**src/rtl/instr_sequencer_if.sv**
```systemverilog
// Host-load, program-memory and register-file bundle of the instruction sequencer.
// The master modport is the sequencer side; slave is the host/memory/regfile side.
interface instr_sequencer_if #(
    parameter int ADDR  = 4,
    parameter int WIDTH = 8
) ();
    logic             load_valid;
    logic [WIDTH-1:0] load_data;
    logic             load_ready;
    logic             mem_cs;
    logic             mem_we;
    logic [ADDR-1:0]  mem_addr;
    logic [WIDTH-1:0] mem_wdata;
    logic [WIDTH-1:0] mem_rdata;
    logic [1:0]       alu_op;
    logic             rf_we;
    logic [1:0]       rf_sel;
    logic [WIDTH-1:0] rf_wdata;

    modport master (
        input  load_valid, load_data, mem_rdata,
        output load_ready, mem_cs, mem_we, mem_addr, mem_wdata,
        output alu_op, rf_we, rf_sel, rf_wdata
    );

    modport slave (
        output load_valid, load_data, mem_rdata,
        input  load_ready, mem_cs, mem_we, mem_addr, mem_wdata,
        input  alu_op, rf_we, rf_sel, rf_wdata
    );
endinterface

```
**src/rtl/instr_sequencer.sv**
```systemverilog
// Loads a program into external memory, then fetches, waits and executes one word
// at a time, issuing register-file writebacks until a halt opcode, end of program or halt request.
module instr_sequencer #(
    parameter int ADDR   = 4,
    parameter int WIDTH  = 8,
    parameter int LENGTH = 16
) (
    input  logic            clk,
    input  logic            reset,
    input  logic            start,
    input  logic            halt_req,
    output logic [ADDR-1:0] pc,
    output logic            busy,
    output logic            done,
    instr_sequencer_if.master bus
);
    typedef enum logic [2:0] {IDLE, LOAD, FETCH, WAIT, EXEC, HALT} state_t;

    localparam logic [ADDR-1:0]  LAST    = ADDR'(LENGTH - 1);
    localparam logic [WIDTH-1:0] HALT_OP = '1;

    state_t          state, state_nx;
    logic [ADDR-1:0] lptr, lptr_nx, pc_nx;
    logic            pending, pending_nx;
    logic            halt_op;
    logic            is_halt;

    function automatic logic [WIDTH-1:0] zext_nibble(input logic [WIDTH-1:0] w);
        return {{(WIDTH-4){1'b0}}, w[3:0]};
    endfunction

    assign is_halt = (bus.mem_rdata == HALT_OP);

    always_ff @(posedge clk) begin
        if (reset) begin
            state       <= IDLE;
            pc          <= '0;
            lptr        <= '0;
            pending     <= 1'b0;
            halt_op     <= 1'b0;
            bus.rf_we   <= 1'b0;
            bus.alu_op  <= '0;
            bus.rf_sel  <= '0;
            bus.rf_wdata <= '0;
        end else begin
            state     <= state_nx;
            pc        <= pc_nx;
            lptr      <= lptr_nx;
            pending   <= pending_nx;
            bus.rf_we <= 1'b0;
            // Read data is valid in WAIT; decode it so EXEC presents the writeback.
            if (state == WAIT) begin
                halt_op   <= is_halt;
                bus.rf_we <= !is_halt;
                if (!is_halt) begin
                    bus.rf_sel   <= bus.mem_rdata[7:6];
                    bus.alu_op   <= bus.mem_rdata[5:4];
                    bus.rf_wdata <= zext_nibble(bus.mem_rdata);
                end
            end
        end
    end

    always_comb begin
        state_nx       = state;
        pc_nx          = pc;
        lptr_nx        = lptr;
        pending_nx     = pending;
        bus.load_ready = 1'b0;
        bus.mem_cs     = 1'b0;
        bus.mem_we     = 1'b0;
        bus.mem_addr   = '0;
        bus.mem_wdata  = '0;
        busy           = 1'b0;
        done           = 1'b0;

        case (state)
            IDLE, LOAD: begin
                bus.load_ready = 1'b1;
                if (bus.load_valid) begin
                    bus.mem_cs    = 1'b1;
                    bus.mem_we    = 1'b1;
                    bus.mem_addr  = lptr;
                    bus.mem_wdata = bus.load_data;
                    lptr_nx       = (lptr == LAST) ? '0 : lptr + 1'b1;
                    state_nx      = (lptr == LAST) ? IDLE : LOAD;
                end else if (state == IDLE && start) begin
                    pc_nx    = '0;
                    state_nx = FETCH;
                end
            end
            FETCH: begin
                busy         = 1'b1;
                bus.mem_cs   = 1'b1;
                bus.mem_addr = pc;
                pending_nx   = pending | halt_req;
                state_nx     = WAIT;
            end
            WAIT: begin
                busy       = 1'b1;
                pending_nx = pending | halt_req;
                state_nx   = EXEC;
            end
            EXEC: begin
                busy       = 1'b1;
                pending_nx = pending | halt_req;
                if (halt_op) begin
                    state_nx = HALT;
                end else begin
                    // pc saturates at the last word rather than wrapping.
                    pc_nx    = (pc == LAST) ? pc : pc + 1'b1;
                    state_nx = (pc == LAST || pending || halt_req) ? HALT : FETCH;
                end
            end
            HALT: begin
                done = 1'b1;
                if (start) begin
                    pending_nx = 1'b0;
                    state_nx   = IDLE;
                end
            end
            default: state_nx = IDLE;
        endcase
    end
endmodule

```
**src/flat_wrapper.sv**
```systemverilog
// flat-port wrapper written by rule: the top's interface ports become plain ports
module instr_sequencer_flat 
#(
    parameter int ADDR   = 4,
    parameter int WIDTH  = 8,
    parameter int LENGTH = 16
)
  (clk, reset, start, halt_req, pc, busy, done, bus_load_valid, bus_load_data, bus_mem_rdata, bus_load_ready, bus_mem_cs, bus_mem_we, bus_mem_addr, bus_mem_wdata, bus_alu_op, bus_rf_we, bus_rf_sel, bus_rf_wdata);
  instr_sequencer_if #(.ADDR(ADDR), .WIDTH(WIDTH)) bus_i ();
  input  logic clk;
  input  logic reset;
  input  logic start;
  input  logic halt_req;
  output logic [ADDR-1:0] pc;
  output logic busy;
  output logic done;
  input wire logic [$bits(bus_i.load_valid)-1:0] bus_load_valid;
  input wire logic [$bits(bus_i.load_data)-1:0] bus_load_data;
  input wire logic [$bits(bus_i.mem_rdata)-1:0] bus_mem_rdata;
  output wire logic [$bits(bus_i.load_ready)-1:0] bus_load_ready;
  output wire logic [$bits(bus_i.mem_cs)-1:0] bus_mem_cs;
  output wire logic [$bits(bus_i.mem_we)-1:0] bus_mem_we;
  output wire logic [$bits(bus_i.mem_addr)-1:0] bus_mem_addr;
  output wire logic [$bits(bus_i.mem_wdata)-1:0] bus_mem_wdata;
  output wire logic [$bits(bus_i.alu_op)-1:0] bus_alu_op;
  output wire logic [$bits(bus_i.rf_we)-1:0] bus_rf_we;
  output wire logic [$bits(bus_i.rf_sel)-1:0] bus_rf_sel;
  output wire logic [$bits(bus_i.rf_wdata)-1:0] bus_rf_wdata;
  assign bus_i.load_valid = bus_load_valid;
  assign bus_i.load_data = bus_load_data;
  assign bus_i.mem_rdata = bus_mem_rdata;
  assign bus_load_ready = bus_i.load_ready;
  assign bus_mem_cs = bus_i.mem_cs;
  assign bus_mem_we = bus_i.mem_we;
  assign bus_mem_addr = bus_i.mem_addr;
  assign bus_mem_wdata = bus_i.mem_wdata;
  assign bus_alu_op = bus_i.alu_op;
  assign bus_rf_we = bus_i.rf_we;
  assign bus_rf_sel = bus_i.rf_sel;
  assign bus_rf_wdata = bus_i.rf_wdata;
  instr_sequencer #(.ADDR(ADDR), .WIDTH(WIDTH), .LENGTH(LENGTH)) u_core (.clk(clk), .reset(reset), .start(start), .halt_req(halt_req), .pc(pc), .busy(busy), .done(done), .bus(bus_i));
endmodule
```
**config.mk**
```make
export PLATFORM = sky130hd
export DESIGN_NAME = instr_sequencer_flat
export DESIGN_NICKNAME = d
export VERILOG_FILES = /design/src/rtl/instr_sequencer_if.sv /design/src/rtl/instr_sequencer.sv /design/src/flat_wrapper.sv
export SDC_FILE = /design/constraint.sdc
export NUM_CORES = 1
export LEC_CHECK = 0
export ABC_AREA = 1
export BUFFER_PORTS_ARGS = -buffer_cell sky130_fd_sc_hd__buf_4
export CELL_PAD_IN_SITES_DETAIL_PLACEMENT = 1
export CELL_PAD_IN_SITES_GLOBAL_PLACEMENT = 1
export CORE_ASPECT_RATIO = 1.5
export CORE_UTILIZATION = 31
export DETAILED_ROUTE_END_ITERATION = 8
export PLACE_DENSITY = 0.85
export SYNTH_ARGS = -nofsm -noshare
export SYNTH_HDL_FRONTEND = slang
export SYNTH_SLANG_ARGS = --single-unit
```
**constraint.sdc**
```tcl
create_clock -name clk -period 1.43 [get_ports clk]
set_input_delay 0.2145 -clock clk [delete_from_list [all_inputs] [get_ports clk]]
set_output_delay 0.2145 -clock clk [all_outputs]
set_load 0.005 [all_outputs]
```
==> results by stage <==
STA:
- Across the routed clock network, the largest skew measured is 6.90 ps.
- The post-route fraction of the period consumed by the critical path is 104%.
- Setup repair after global routing could not meet its margin everywhere.
- The final critical-path setup slack is -58.6 ps.
- Setup violations remaining at the end of the flow were counted as 10.
- The minimum clock period is 1490 ps.
- The final number of hold-violating endpoints was 0.
- The count of final max-slew check failures is 0.
- Static timing analysis puts the maximum clock frequency at 672 MHz.

Setup path:
- The type of origin of the critical path is a register.
- The arrival time at the worst endpoint is 1270 ps.
- In this design, the stage delay of the slowest critical-path cell is 370 ps.
- The type of the setup path with the least slack is reg2out.
- The kind of end point of the critical path is an output pin.
- In this run the worst path has a maximum fanout of 6.
- Counting both buffers and inverters, the worst setup path holds a total of 2.
- The worst-path cell with the longest stage delay is sky130_fd_sc_hd__dfxtp_4.
- The kind of cell with the highest combined delay along the critical path is flip-flops.
- Walking the worst path, the cells encountered are nor2_4 > buf_12 > nand2_8 > o22ai_2 > buf_4.
- At the worst endpoint, the required time is 1220 ps.

Clock tree:
- After clock tree synthesis, the flow added hold-fix buffers numbering 0.
- The clock sink count is 22.
- The clock insertion delay at the later pin of the skew report is 270 ps.
- The clock transition at the register clock pins on the worst setup and hold paths after CTS is 90 ps.
- The number of H-tree levels is 1.
- CTS placed an instance of sky130_fd_sc_hd__clkbuf_8 at the clock tree root.
- The number of buffers created by CTS is 3.
- The largest buffer count on any clock path is 2.
- TritonCTS built the clock tree.

Cells and area:
- The fill cell instance count of the final layout is 485.
- Measured on the finished design, the core utilization comes to 50.4%.
- Relative to the synthesized area, the layout overhead comes to 51.9%.
- The number of antenna diodes in the final layout is 0.
- The layout cell share with drive strength beyond 1 is 40.5%.
- The finished layout holds 285 standard cells, fillers aside.
- After routing the design area is 1890 µm².
- The net count of the finished layout is 266.

GRT:
- Summed over all layers, the global routing overflow is 0.
- The wire length of the first global-routing pass is 6.51 mm.
- The number of global-route vias before repair was 1,440.
- Entering global routing, the biggest net connects 13 pins.
- The number of antenna violations at the first check in global routing is 0.
- The total routing usage reported by global routing is 20.7%.

Pwr:
- The power density over the cells is 869 nW/µm².
- The worst-case vdd ir drop is 0.480 mV.
- The design draws 1.64 mW.
- The standby leakage power is 0.969 nW.

Route:
- The post-route DRC violation count is 0.
- In the final routed layout, each cell accounts on average for 14.1 µm.
- The initial detailed-routing violation count is 23.
- The detailed-router iteration count before antenna repair is 4.
- The residual antenna-violating net count after detailed routing is 0.
- The final layout contains routed wiring with a total length of 4.01 mm.
- The via count of the routed design is 1,416.
- After detailed routing, the number of vias per cell comes to 4.97.

Status:
- The run finished, with violations left.
- The final reports fail on negative setup slack.

Placed design:
- Input and output buffers added on the ports amount to 50.
- After detailed placement, the design holds a cell count of 274.
- At the end of routability-driven placement, the weighted congestion stood at 0.858.
- The minimum setup slack after placement is 56.8 ps.
- The post-placement cell area is 1660 µm².
- Summed over all nets, the half-perimeter wirelength after detailed placement is 2.91 mm.

Logic synthesis:
- The number of flip-flops and latches in the synthesized netlist is 22.
- The total of warnings raised by yosys is 0.
- Sequential cells were found to cover 35.4% of the synthesized design area.
- The netlist area before placement is 1240 µm².
- The synthesized area divided by synthesized cell count is 6.91 µm².
- The gate count after technology mapping is 180.
- The number of distinct library cell variants in the gate-level netlist after synthesis is 27.

Floorplan:
- The area of the core region is 3750 µm².
- The initial core utilization is 33.2%.
- The total I/O pin count is 55.
- The height of the chip is 79.6 µm.
- The die extent in x is 53.7 µm.
- In this run the core area contains 27 standard-cell rows.
- The area of the die is 4270 µm².

Flow run:
- The number of maximum-capacitance constraint violations is 0.

Hold path:
- The path class of the tightest hold or removal check is in2reg.
-- cell usage in the layout, fill, tap and decap left out, types with 3 or more instances in the layout --
| master | Yosys | layout |
|---|---|---|
| sky130_fd_sc_hd__inv_2 | 5 | 3 |
| sky130_fd_sc_hd__nand2_2 | 3 | 5 |
| sky130_fd_sc_hd__nor2_2 | 0 | 4 |
| sky130_fd_sc_hd__nand4_1 | 3 | 3 |
| sky130_fd_sc_hd__nor2_1 | 17 | 11 |
| sky130_fd_sc_hd__o21ai_1 | 5 | 5 |
| sky130_fd_sc_hd__nand2_4 | 2 | 3 |
| sky130_fd_sc_hd__buf_4 | 4 | 58 |
| sky130_fd_sc_hd__a21oi_1 | 10 | 10 |
| sky130_fd_sc_hd__nor2_4 | 2 | 4 |
| sky130_fd_sc_hd__clkbuf_8 | 0 | 4 |
| sky130_fd_sc_hd__nand2_1 | 42 | 40 |
| sky130_fd_sc_hd__inv_1 | 25 | 25 |
| sky130_fd_sc_hd__conb_1 | 1 | 4 |
| sky130_fd_sc_hd__dfxtp_4 | 0 | 3 |
| sky130_fd_sc_hd__nand3_1 | 17 | 16 |
| sky130_fd_sc_hd__dfxtp_1 | 22 | 19 |
-- per-stage QoR --
stage                     hold slack, ps  TNS [ps]
after detailed placement             418         0
after floorplan                      284         0
after CTS                            125      -290
after global placement               413         0
after global routing                 134      -901
final                                132      -287
-- where the power goes --
group	switching (mW)	internal (mW)
clock network	0.218	0.246
logic	0.264	0.236
registers	0.0322	0.645
-- what timing repair did --
item                       CTS  global route
setup buffers                4             1
gates cloned                 2             0
setup endpoints to repair   16            21
pin swaps                    4             3
resized for setup           14            12
-- cells in the mapped netlist --
library cell	instances	share of area, %
sky130_fd_sc_hd__dfxtp_1	22	35
sky130_fd_sc_hd__nand2_2	3	1.5
sky130_fd_sc_hd__buf_4	4	2.4
sky130_fd_sc_hd__nand4_1	3	1.5
sky130_fd_sc_hd__o211ai_1	2	1.2
sky130_fd_sc_hd__o21bai_1	2	1.2
sky130_fd_sc_hd__inv_2	5	1.5
sky130_fd_sc_hd__nor3_4	1	1.3
sky130_fd_sc_hd__nor2_1	17	5.1
sky130_fd_sc_hd__o21ai_4	1	1.3
sky130_fd_sc_hd__ha_1	2	2.0
sky130_fd_sc_hd__conb_1	1	0.30
sky130_fd_sc_hd__nand3b_1	2	1.2
sky130_fd_sc_hd__nand3_2	2	1.6
sky130_fd_sc_hd__nand2_1	42	13
sky130_fd_sc_hd__nor2_4	2	1.8
sky130_fd_sc_hd__buf_6	2	1.8
sky130_fd_sc_hd__a21oi_1	10	4.0
sky130_fd_sc_hd__inv_1	25	7.5
sky130_fd_sc_hd__xnor2_1	1	0.70
sky130_fd_sc_hd__o21ai_1	5	2.0
sky130_fd_sc_hd__o22ai_1	3	1.5
sky130_fd_sc_hd__nor3_1	2	0.80
sky130_fd_sc_hd__buf_2	1	0.40
sky130_fd_sc_hd__nand3_1	17	6.8
sky130_fd_sc_hd__nand2_4	2	1.8
sky130_fd_sc_hd__clkinv_2	1	0.40
-- cells by family after synthesis --
logic type,Yosys count,share of synthesized area (%)
AO/OA/AOI/OAI,23,11.3
XOR/XNOR,1,0.704
adder cells (fa/ha/maj),2,2.01
buffers and inverters,38,14.1
flip-flops,22,35.4
other,1,0.302
AND/OR/NAND/NOR,93,36.2
-- sequential cells by signal, summed over array words and instances, names as in the netlist --
register,count
u_core.state,3
u_core.pending,1
u_core.halt_op,1
u_core.bus.alu_op,2
u_core.bus.rf_sel,2
u_core.pc,4
u_core.bus.rf_wdata,4
u_core.lptr,4
u_core.bus.rf_we,1
-- worst paths after layout --
| check | from | end | slack, ps | depth (start not counted) |
|---|---|---|---|---|
| min | reset | u_core.pending | 130 | 2 |
| max | u_core.state[2] | bus_mem_addr[3] | -60 | 5 |
| max reg2reg | u_core.state[1] | u_core.pc[1] | 20 | 9 |
| min reg2reg | u_core.pending | u_core.pending | 470 | 2 |
-- cell type report --
type,instances,area (µm²),share of cell area [%]
well taps,43,53.8,2.85
multi-input cells,125,739,39.1
inverters,31,123,6.49
clock buffers,4,55.1,2.91
flip-flops and latches,22,452,23.9
repair buffers,60,467,24.7
-- layer usage --
layer / vias up / track usage, % / part of all wire [%]
met5: - / 0 / 0
met4: 0 / 9.21 / 1.7
met3: 7 / 3.81 / 4.4
met2: 41 / 38.9 / 57
met1: 682 / 20.4 / 37
li1: 686 / - / -
Note: power is estimated with default switching activity, not from simulation.
